==> src/rtl/passive_alarm_seq.sv <==
// Passive-security buzzer sequencer: debounces the warning, beeps a bounded on/off
// pattern, honours driver mute. Optional re-arm from MUTED under PASSIVE_ALARM_REARM_EN.
module passive_alarm_seq #(
    parameter int DEBOUNCE_CYC = 4,
    parameter int BEEP_ON_CYC  = 8,
    parameter int BEEP_OFF_CYC = 8,
    parameter int MAX_BEEPS    = 3,
    parameter int CNT_W        = 4,
    parameter int REARM_CYC    = 64
) (
    input  logic             clk,
    input  logic             reset,
    input  logic             PassiveSignal,
    input  logic             Acknowledge,
    output logic             Buzzer,
    output logic             AlarmActive,
    output logic             Muted,
    output logic [CNT_W-1:0] BeepCount
);

    localparam logic [2:0] S_IDLE     = 3'd0;
    localparam logic [2:0] S_QUALIFY  = 3'd1;
    localparam logic [2:0] S_BEEP_ON  = 3'd2;
    localparam logic [2:0] S_BEEP_OFF = 3'd3;
    localparam logic [2:0] S_MUTED    = 3'd4;

    localparam int PH_A = (BEEP_ON_CYC > BEEP_OFF_CYC) ? BEEP_ON_CYC : BEEP_OFF_CYC;
    localparam int PH_B = (PH_A > DEBOUNCE_CYC) ? PH_A : DEBOUNCE_CYC;
`ifdef PASSIVE_ALARM_REARM_EN
    localparam int PH_MAX = (PH_B > REARM_CYC) ? PH_B : REARM_CYC;
`else
    localparam int PH_MAX = PH_B + (REARM_CYC * 0);
`endif
    localparam int PW = $clog2(PH_MAX + 1);

    localparam logic [PW-1:0]    CNT_ZERO  = {PW{1'b0}};
    localparam logic [PW-1:0]    CNT_ONE   = PW'(1);
    localparam logic [PW-1:0]    DEB_LAST  = PW'(DEBOUNCE_CYC - 1);
    localparam logic [PW-1:0]    ON_LAST   = PW'(BEEP_ON_CYC - 1);
    localparam logic [PW-1:0]    OFF_LAST  = PW'(BEEP_OFF_CYC - 1);
`ifdef PASSIVE_ALARM_REARM_EN
    localparam logic [PW-1:0]    REARM_LAST = PW'(REARM_CYC - 1);
`endif
    localparam logic [CNT_W-1:0] BEEP_ZERO = {CNT_W{1'b0}};
    localparam logic [CNT_W-1:0] BEEP_MAX  = {CNT_W{1'b1}};
    localparam logic [CNT_W-1:0] BEEP_LIM  = CNT_W'(MAX_BEEPS);

    logic [2:0]       r_state;
    logic [PW-1:0]    r_cnt;
    logic [CNT_W-1:0] r_beeps;
    logic             r_buzzer;
    logic             r_active;
    logic             r_muted;

    logic [2:0]       w_state_nxt;
    logic [PW-1:0]    w_cnt_nxt;
    logic [CNT_W-1:0] w_beeps_nxt;
    logic [CNT_W-1:0] w_beep_inc;
    logic             w_limit_hit;

    // Saturating beep increment and auto-mute detection for the beep just completed.
    always_comb begin
        if (r_beeps == BEEP_MAX) begin
            w_beep_inc = r_beeps;
        end else begin
            w_beep_inc = r_beeps + {{(CNT_W-1){1'b0}}, 1'b1};
        end
        w_limit_hit = (MAX_BEEPS != 0) && (w_beep_inc == BEEP_LIM);
    end

    // Next-state, shared phase counter and beep count; deassertion outranks mute.
    always_comb begin
        w_state_nxt = r_state;
        w_cnt_nxt   = r_cnt;
        w_beeps_nxt = r_beeps;
        case (r_state)
            S_IDLE: begin
                w_beeps_nxt = BEEP_ZERO;
                if (PassiveSignal) begin
                    w_state_nxt = S_QUALIFY;
                    w_cnt_nxt   = CNT_ONE;
                end else begin
                    w_cnt_nxt   = CNT_ZERO;
                end
            end
            S_QUALIFY: begin
                if (!PassiveSignal) begin
                    w_state_nxt = S_IDLE;
                    w_cnt_nxt   = CNT_ZERO;
                end else if (r_cnt == DEB_LAST) begin
                    w_state_nxt = S_BEEP_ON;
                    w_cnt_nxt   = CNT_ZERO;
                end else begin
                    w_cnt_nxt   = r_cnt + CNT_ONE;
                end
            end
            S_BEEP_ON: begin
                if (!PassiveSignal) begin
                    w_state_nxt = S_IDLE;
                    w_cnt_nxt   = CNT_ZERO;
                    w_beeps_nxt = BEEP_ZERO;
                end else if (Acknowledge) begin
                    w_state_nxt = S_MUTED;
                    w_cnt_nxt   = CNT_ZERO;
                end else if (r_cnt == ON_LAST) begin
                    w_cnt_nxt   = CNT_ZERO;
                    w_beeps_nxt = w_beep_inc;
                    if (w_limit_hit) begin
                        w_state_nxt = S_MUTED;
                    end else begin
                        w_state_nxt = S_BEEP_OFF;
                    end
                end else begin
                    w_cnt_nxt   = r_cnt + CNT_ONE;
                end
            end
            S_BEEP_OFF: begin
                if (!PassiveSignal) begin
                    w_state_nxt = S_IDLE;
                    w_cnt_nxt   = CNT_ZERO;
                    w_beeps_nxt = BEEP_ZERO;
                end else if (Acknowledge) begin
                    w_state_nxt = S_MUTED;
                    w_cnt_nxt   = CNT_ZERO;
                end else if (r_cnt == OFF_LAST) begin
                    w_state_nxt = S_BEEP_ON;
                    w_cnt_nxt   = CNT_ZERO;
                end else begin
                    w_cnt_nxt   = r_cnt + CNT_ONE;
                end
            end
            S_MUTED: begin
                if (!PassiveSignal) begin
                    w_state_nxt = S_IDLE;
                    w_cnt_nxt   = CNT_ZERO;
                    w_beeps_nxt = BEEP_ZERO;
`ifdef PASSIVE_ALARM_REARM_EN
                end else if (r_cnt == REARM_LAST) begin
                    w_state_nxt = S_BEEP_ON;
                    w_cnt_nxt   = CNT_ZERO;
                    w_beeps_nxt = BEEP_ZERO;
                end else begin
                    w_cnt_nxt   = r_cnt + CNT_ONE;
                end
`else
                end else begin
                    w_cnt_nxt   = CNT_ZERO;
                end
`endif
            end
            default: begin
                w_state_nxt = S_IDLE;
                w_cnt_nxt   = CNT_ZERO;
                w_beeps_nxt = BEEP_ZERO;
            end
        endcase
    end

    // State registers; outputs decoded from the next state so they switch with it.
    always_ff @(posedge clk) begin
        if (reset) begin
            r_state  <= S_IDLE;
            r_cnt    <= CNT_ZERO;
            r_beeps  <= BEEP_ZERO;
            r_buzzer <= 1'b0;
            r_active <= 1'b0;
            r_muted  <= 1'b0;
        end else begin
            r_state  <= w_state_nxt;
            r_cnt    <= w_cnt_nxt;
            r_beeps  <= w_beeps_nxt;
            r_buzzer <= (w_state_nxt == S_BEEP_ON);
            r_active <= (w_state_nxt == S_BEEP_ON) || (w_state_nxt == S_BEEP_OFF);
            r_muted  <= (w_state_nxt == S_MUTED);
        end
    end

    assign Buzzer      = r_buzzer;
    assign AlarmActive = r_active;
    assign Muted       = r_muted;
    assign BeepCount   = r_beeps;

endmodule
==> config.mk <==
export PLATFORM = sky130hd
export DESIGN_NAME = passive_alarm_seq
export DESIGN_NICKNAME = d
export VERILOG_FILES = /design/src/rtl/passive_alarm_seq.sv
export SDC_FILE = /design/constraint.sdc
export NUM_CORES = 1
export LEC_CHECK = 0
export ABC_AREA = 1
export CAP_MARGIN = 0
export CORE_MARGIN = 2
export CORE_UTILIZATION = 60
export CTS_BUF_LIST = sky130_fd_sc_hd__clkbuf_4 sky130_fd_sc_hd__clkbuf_8 sky130_fd_sc_hd__clkbuf_16
export DETAILED_ROUTE_END_ITERATION = 12
export DONT_BUFFER_PORTS = 1
export PLACE_DENSITY_LB_ADDON = 0.3
export SYNTH_ARGS = -nofsm -noshare
export SYNTH_HDL_FRONTEND = slang
export SYNTH_SLANG_ARGS = --single-unit
==> constraint.sdc <==
create_clock -name clk -period 3.1 [get_ports clk]
set_clock_uncertainty 0.15 [all_clocks]
set_input_delay 0.93 -clock clk [delete_from_list [all_inputs] [get_ports clk]]
set_output_delay 0.93 -clock clk [all_outputs]
set_load 0.005 [all_outputs]
Word-level counts from Yosys, hierarchy flattened
Index checks and enable logic that the tools add are counted.
{"block": "word_totals", "regBits": 14, "inputBits": 4, "out_inout_bits": 7, "elab_cells": 53}
{"block": "op_classes", "add_sub_neg": 2, "eq_ne": 14, "mux": 25, "bitwise_logic": 1, "n_reduce_logical": 5}
{"operator": "4-bit two-way mux", "n": 10}
{"operator": "3-bit two-way mux", "n": 11}
{"operator": "4-bit one-hot mux with 3 select lines", "n": 2}
{"operator": "3-bit one-hot mux with 5 select lines", "n": 1}
{"operator": "3-bit by 2-bit equality test with 1-bit output, second input constant", "n": 4}
{"operator": "4-bit by 1-bit adder with 4-bit output, second input constant", "n": 2}
{"operator": "4-bit by 2-bit equality test with 1-bit output, second input constant", "n": 2}
{"operator": "3-bit equality test, second input constant", "n": 2}
{"operator": "3-bit != test, second input constant", "n": 2}
{"operator": "4-bit by 3-bit equality test with 1-bit output, second input constant", "n": 1}
{"operator": "4-bit equality test, second input constant", "n": 1}
{"operator": "4-bit AND reduction", "n": 1}
{"operator": "2-bit OR reduction", "n": 2}
{"operator": "3-bit by 1-bit equality test with 1-bit output, second input constant", "n": 1}
{"operator": "3-bit zero test", "n": 1}
{"operator": "2-bit != test, second input constant", "n": 1}
{"operator": "1-bit logical OR", "n": 1}
{"operator": "1-bit two-way mux", "n": 1}
{"operator": "1-bit inverter", "n": 1}

Logic depth before layout (Yosys ltp)
Gate-level depths: netlist of run 1.
{"block": "depth", "ltp_word": 10, "mapped_depth": 11, "depth_no_buf": 11}

Worst setup path after synthesis of run 1
OpenSTA, ideal clock, no wires.
{"block": "synth_path", "path_kind": "input-to-reg", "from": "in PassiveSignal", "to": "reg r_buzzer (netlist: Buzzer)", "setup_time_ns": 0.112, "arrival_time_ns": 1.654, "required_time_ns": 2.838, "slack_ns": 1.184, "cell_stages": 6, "path_buffers": 1, "cell_sequence": "buf_2 inv_2 nor4_1 nor3_1 nand2_1 nor2_1"}
{"block": "synth_between", "elab_chain_cells": 3, "elab_cells_between_ends": 7, "classes_between": "1 x eq/ne; 6 x mux"}
{"element": "from (decl)", "line": "13", "source": "input logic PassiveSignal,"}
{"element": "3-bit two-way mux (on tied branches)"}
{"element": "3-bit one-hot mux with 5 select lines *", "line": "76", "source": "case (r_state)"}
{"element": "3-bit by 2-bit equality test with 1-bit output *", "line": "172", "source": "r_buzzer <= (w_state_nxt == S_BEEP_ON);"}
{"element": "to (signal assigned)", "line": "172"}
{"element": "to (decl)", "line": "51", "source": "logic r_buzzer;"}
Mark *: on every way between the ends. The rest lies on a longest branch, timed or not.
A chain may end at the register's enable or synchronous reset.

Worst setup path in the final report of run 1
{"block": "layout_path", "from": "reg r_beeps[2] (netlist: BeepCount[2])", "to": "out BeepCount[2]"}
{"element": "from (decl)", "line": "50", "source": "logic [CNT_W-1:0] r_beeps;"}
{"element": "from (signal assigned)", "line": "171", "source": "r_beeps <= w_beeps_nxt;"}
{"element": "to (decl)", "line": "18", "source": "output logic [CNT_W-1:0] BeepCount"}
No word-level cell between the ends.

==> impl_metrics.tcl, run 1 <==
set metrics [dict create \
    syn2layout_area_growth_pct 5.806 \
    cts-root-buf "clkbuf_4" \
    path_clk_slew_ns 0.09 \
    floorplan.initialDensity 0.6543 \
    avgViaCountPerCell 5.392 \
    min_period_ns 1.854 \
    synth-simple-area-share 0.4615 \
    synthAdderAreaFrac 0.02903 \
    worst_pin_slew_ns 0.3476 \
    first_global_vias 763 \
    die_h_um 41.91 \
    setup_tns_ns 0 \
    max_cap_viol_count 0 \
    setup_viol 0 \
    synth_cell_types 22 \
    layout_commonest_cell "nand2_1" \
    hpwl_um 1301 \
    cts_resized 0 \
    ir_drop_v 0.0002224 \
    cts.path.max_buffers 2 \
    htree_levels 1 \
    crit_fanout 8 \
    fillCellCount 127 \
    num_vias 798 \
    instances_no_fill 148 \
    worstSetupStartpointType "flip-flop" \
    synthMuxAreaShare 0 \
    synth_xor_area_frac 0.01016 \
    dp_cells 144 \
    p_leak_nw 0.4073 \
    finalNetCount 140 \
    ff2ff_setup_slack_ns 1.32 \
    synth_nets 136 \
    endpoint_kind "output port" \
    max-slew-margin-rel 0.7661 \
    io_pins 11 \
    syn_inst 130 \
    cts.sinks 14 \
    drt_iter0_drc 6 \
    num_rows 13 \
    die_w_um 41.91 \
    cp-startpoint "BeepCount[2]" \
    cts_setup_buffers 0 \
    r2r-end "Buzzer" \
    final_cell_mix "32 x nand2_1, 21 x nor2_1, 14 x dfxtp_1, 14 x inv_1, 11 x nand3_1" \
    wl_per_cell_um 11.00 \
    required_ns 2.02 \
    r2r_start "BeepCount[0]" \
    worst_r2r_path_depth 7 \
    synth_top_family_by_area "simple AND/OR/NAND/NOR gates" \
    synth_area_um2 862.1 \
    cts_buffers 3 \
    ant_nets 0 \
    synth_area_leaders "dfxtp_1 33%, nand2_1 14%, nor2_1 9.1%" \
    hold_ws_ns 0.3833 \
    yosysSeqAreaShare 0.3251 \
    max_freq_mhz 539.5 \
    clock_latency_ns 0.29 \
    hold_depth 2 \
    drt-total-wl_um 1628 \
    crit_arrival_ns 0.77 \
    drc 0 \
    overflow 0 \
    place.gp.congestion 0.9200 \
    synth_top_area_cell "dfxtp_1" \
    yosysWarnings 0 \
    holdCritStartpoint "r_cnt[1]" \
    ys_ff_latch 14 \
    yosys.area.top_type_share 0.3251 \
    holdPathEnd "r_cnt[3]" \
    core_um2 1318 \
    rsz0062_at_grt "no" \
    fin_area_um2 912.1 \
    critPathKind "flip-flop to output port" \
    grt_max_degree 9 \
    post-route-util 0.6923 \
    finalHoldViolCount 0 \
    antennaDiodeCount 0 \
    drive_gt1_frac 0.1504 \
    drt-pass1-iter-count 4 \
    post-route-period-util 0.5980 \
    antenna_found_initial 0 \
    grt_usage 0.2242 \
    hold_class "flip-flop to flip-flop" \
    dpl-instance-area_um2 875.8 \
    drv_slew 0 \
    status "completed" \
    port_buffers 0 \
    dieArea_um2 1756 \
    synth-compound-area-share 0.08563 \
    grt_pass1_wl_um 3022 \
    synth_area_per_cell_um2 6.631 \
    cts_hold_buf 0 \
    power_density_nw_per_um2 395.1 \
    cts_tree "built" \
]
==> sequential cells by signal, summed over array words and instances, names as in the netlist <==
name / cells
BeepCount: 4
r_state: 3
Buzzer: 1
Muted: 1
r_cnt: 4
AlarmActive: 1
==> how the worst max path moves through the flow <==
stage                               to  cells after the start
final                     BeepCount[2]                      0
after detailed placement  BeepCount[2]                      8
after floorplan                 Buzzer                      6
after global routing        r_state[2]                      7
after CTS                 BeepCount[2]                      0
after global placement    BeepCount[1]                      8
==> logic make-up (layout without fill, tap and decap cells) <==
kind of cell / count (synthesis) / after routing
AOI/OAI and AO/OA: 13 / 13
xor gates and xnor gates: 1 / 1
adders and majority gates: 2 / 2
buffers and inverters: 20 / 23
DFF: 14 / 14
and+or+nand+nor: 80 / 80
==> through the flow <==
stage	setup WS, ns	total power, mW
after floorplan	1.184	0.2272
after global placement	1.159	0.2307
after detailed placement	1.119	0.2323
after CTS	1.240	0.3621
after global routing	1.139	0.3786
final	1.246	0.3604
==> report_power, final <==
part	internal (mW)	switching, mW	total (mW)
logic	0.0138	0.0226	0.0364
clock network	0.0716	0.0609	0.132
registers	0.184	0.00714	0.192
==> metal layers <==
metal | up-vias | share of wire | track usage
met5 | - | 0 | 0
met4 | 0 | 0.023 | 0.1161
met3 | 4 | 0.037 | 0.04348
met2 | 13 | 0.48 | 0.3813
met1 | 354 | 0.46 | 0.2642
li1 | 427 | - | -
==> cells in the mapped netlist (all sizes together) <==
master and n:
nand2 32, nor2 25, inv 19, dfxtp 14
nand3 14, o21ai 6, a21oi 5, nor3 5
nand4 3, ha 2, a211oi 1, buf 1
nor4 1, o211ai 1, xor2 1
==> layout make-up <==
type                       instances  area (µm²)  share of cell area
inverter                          19       71.32             0.07819
clock buffer                       4       36.28             0.03978
sequential                        14       280.3              0.3073
tap                               15       18.77             0.02058
multi-input combinational         96       505.5              0.5542
No activity file was read; power rests on OpenSTA's default activity.
==> run 2, diff against run 1 <==
CORE_UTILIZATION = 54   (was 60)
clock period = 1.6 ns   (was 3.1 ns; I/O delays follow)
==> run 2 against run 1 <==
Net effect: utilization increased by 1.6 points; routed wire length increased by 35%; final cell count increased by 6.1%; non-clock buffer count increased by 8; final area increased by 17%; largest power group unchanged; highest routed layer unchanged.
==> impl_metrics.tcl, run 2 (synthesized netlist as in run 1, its figures left out) <==
set metrics [dict create \
    htree_levels 1 \
    status "completed" \
    num_rows 14 \
    layout_commonest_cell "nand2_1" \
    post-route-util 0.7085 \
    hpwl_um 1511 \
    drt_iter0_drc 31 \
    place.gp.congestion 0.8877 \
    pwr-share-comb 0.135 \
    max_cap_viol_count 0 \
    ir_drop_v 0.0004292 \
    crit_fanout 4 \
    worstSetupStartpointType "flip-flop" \
    antennaDiodeCount 0 \
    r2r-end "AlarmActive" \
    instances_no_fill 157 \
    floorplan.initialDensity 0.5723 \
    power_mw 0.7238 \
    fillCellCount 125 \
    cts_tree "built" \
    first_global_vias 796 \
    dp_cells 150 \
    ff2ff_setup_slack_ns 0.04 \
    worstPathCellList "ha_4, nand2_4, nor2_4, nand3_1, nor2_1, nand3_1, nand2_1, nand2_1, nand2_1, inv_1" \
    drt-total-wl_um 2191 \
    crit_buf_inv 1 \
    endpoint_kind "flip-flop" \
    crit_arrival_ns 1.59 \
    ant_nets 0 \
    clock_latency_ns 0.28 \
    required_ns 1.63 \
    p_leak_nw 0.4775 \
    cts-root-buf "clkbuf_4" \
    num_vias 895 \
    drv_slew 0 \
    cp-startpoint "r_cnt[1]" \
    final_cell_mix "30 x nand2_1, 20 x nor2_1, 14 x inv_1" \
    drc 0 \
    holdCritStartpoint "reset" \
    hold_depth 1 \
    hold_ws_ns 0.09423 \
    grt_max_degree 9 \
    post-route-period-util 0.9749 \
    drt-pass1-iter-count 4 \
    core_um2 1506 \
    switchingPower_mw 0.1899 \
    critPathKind "flip-flop to flip-flop" \
    endpoint "AlarmActive" \
    critPathSlowestCell "dfxtp_2" \
    cts_hold_buf 0 \
    worst_pin_slew_ns 0.5283 \
    avgViaCountPerCell 5.701 \
    cts.sinks 14 \
    die_w_um 43.96 \
    max_freq_mhz 641.1 \
    grt_usage 0.2341 \
    grt_pass1_wl_um 3374 \
    hold_class "input pin to flip-flop" \
    die_h_um 43.96 \
    dpl-instance-area_um2 914.6 \
    rsz0062_at_grt "yes" \
    power.internal_mw 0.5339 \
    slowest_delay_ns 0.36 \
    seqPwrFrac 0.510 \
    worst_r2r_path_depth 10 \
    io_pins 11 \
    cp.depth 10 \
    critPathTopFamily "simple AND/OR/NAND/NOR gates" \
    syn2layout_area_growth_pct 23.80 \
    fin_area_um2 1067 \
    cts.path.max_buffers 2 \
    antenna_found_initial 0 \
    max-slew-margin-rel 0.6446 \
    port_buffers 0 \
    overflow 0 \
    path_clk_slew_ns 0.09 \
    min_period_ns 1.560 \
    dieArea_um2 1932 \
    pwr-share-clk 0.355 \
    setup_viol 0 \
    cts_buffers 3 \
    finalHoldViolCount 0 \
    wl_per_cell_um 13.96 \
    r2r_start "r_cnt[1]" \
    drive_gt1_frac 0.3333 \
    finalNetCount 148 \
    power_density_nw_per_um2 678.2 \
    critPathMostFrequentCell "nand2_1" \
    switching_share 0.2624 \
]
run 2: changes by cell type in the layout (fill, tap and decap cells not counted), moves of 3 or more:
cell	previous run	this run
buf_4	0	8
dfxtp_1	14	6
dfxtp_2	0	6
nand3_1	11	8
run 2: worst register-to-register path, stage by stage, from the launching register on:
cell     delay (ns)
dfxtp_2        0.36
ha_4           0.16
nand2_4        0.06
nor2_4         0.16
nand3_1        0.11
nor2_1         0.11
nand3_1        0.08
nand2_1        0.08
nand2_1        0.05
nand2_1        0.09
inv_1          0.05
run 2: worst min path at each step:
stage	endpoint	slack, ns
2_1_floorplan	r_cnt[3]	0.33
3_3_place_gp	r_cnt[3]	0.36
3_5_place_dp	r_cnt[3]	0.37
4_1_cts	r_state[2]	0.1
5_1_grt	r_state[2]	0.09
6_report	r_state[2]	0.09
run 2: per-layer routing:
| layer | GRT usage | up-vias | wire, µm |
|---|---|---|---|
| li1 | - | 444 | - |
| met1 | 0.3057 | 412 | 936 |
| met2 | 0.3765 | 32 | 1106 |
| met3 | 0.03750 | 7 | 114 |
| met4 | 0.1091 | 0 | 34 |
| met5 | 0 | - | 0 |
run 2: area by class of cell:
class	count	area, µm²	share of cell area
clock buffer	4	36.28	0.03400
inverter	19	73.82	0.06917
multi-input combinational	96	581.8	0.5451
sequential	14	295.3	0.2767
tap	16	20.02	0.01876
timing repair buffer	8	60.06	0.05627
run 2: timing repair:
action	4_1_cts	5_1_grt
resized for setup	8	19
setup buffers	1	2
setup endpoints to repair	3	12
cloned	0	0
pin swaps	2	7
run 2: power by group through the flow:
stage | Combinational, mW | Clock, mW | Sequential, mW
CTS | 0.0834 | 0.259 | 0.368
finish | 0.0976 | 0.257 | 0.369
floorplan | 0.0639 | 0 | 0.376
global placement | 0.0795 | 0 | 0.375
detailed placement | 0.0811 | 0 | 0.376
global route | 0.112 | 0.273 | 0.370
run 2: through the flow:
stage                     worst slack (ns)  TNS [ns]
final                              0.04021         0
after global placement             0.03183         0
after floorplan                    0.05910         0
after global routing              -0.07451   -0.3110
after detailed placement          -0.02812  -0.04529
after CTS                          0.01138         0
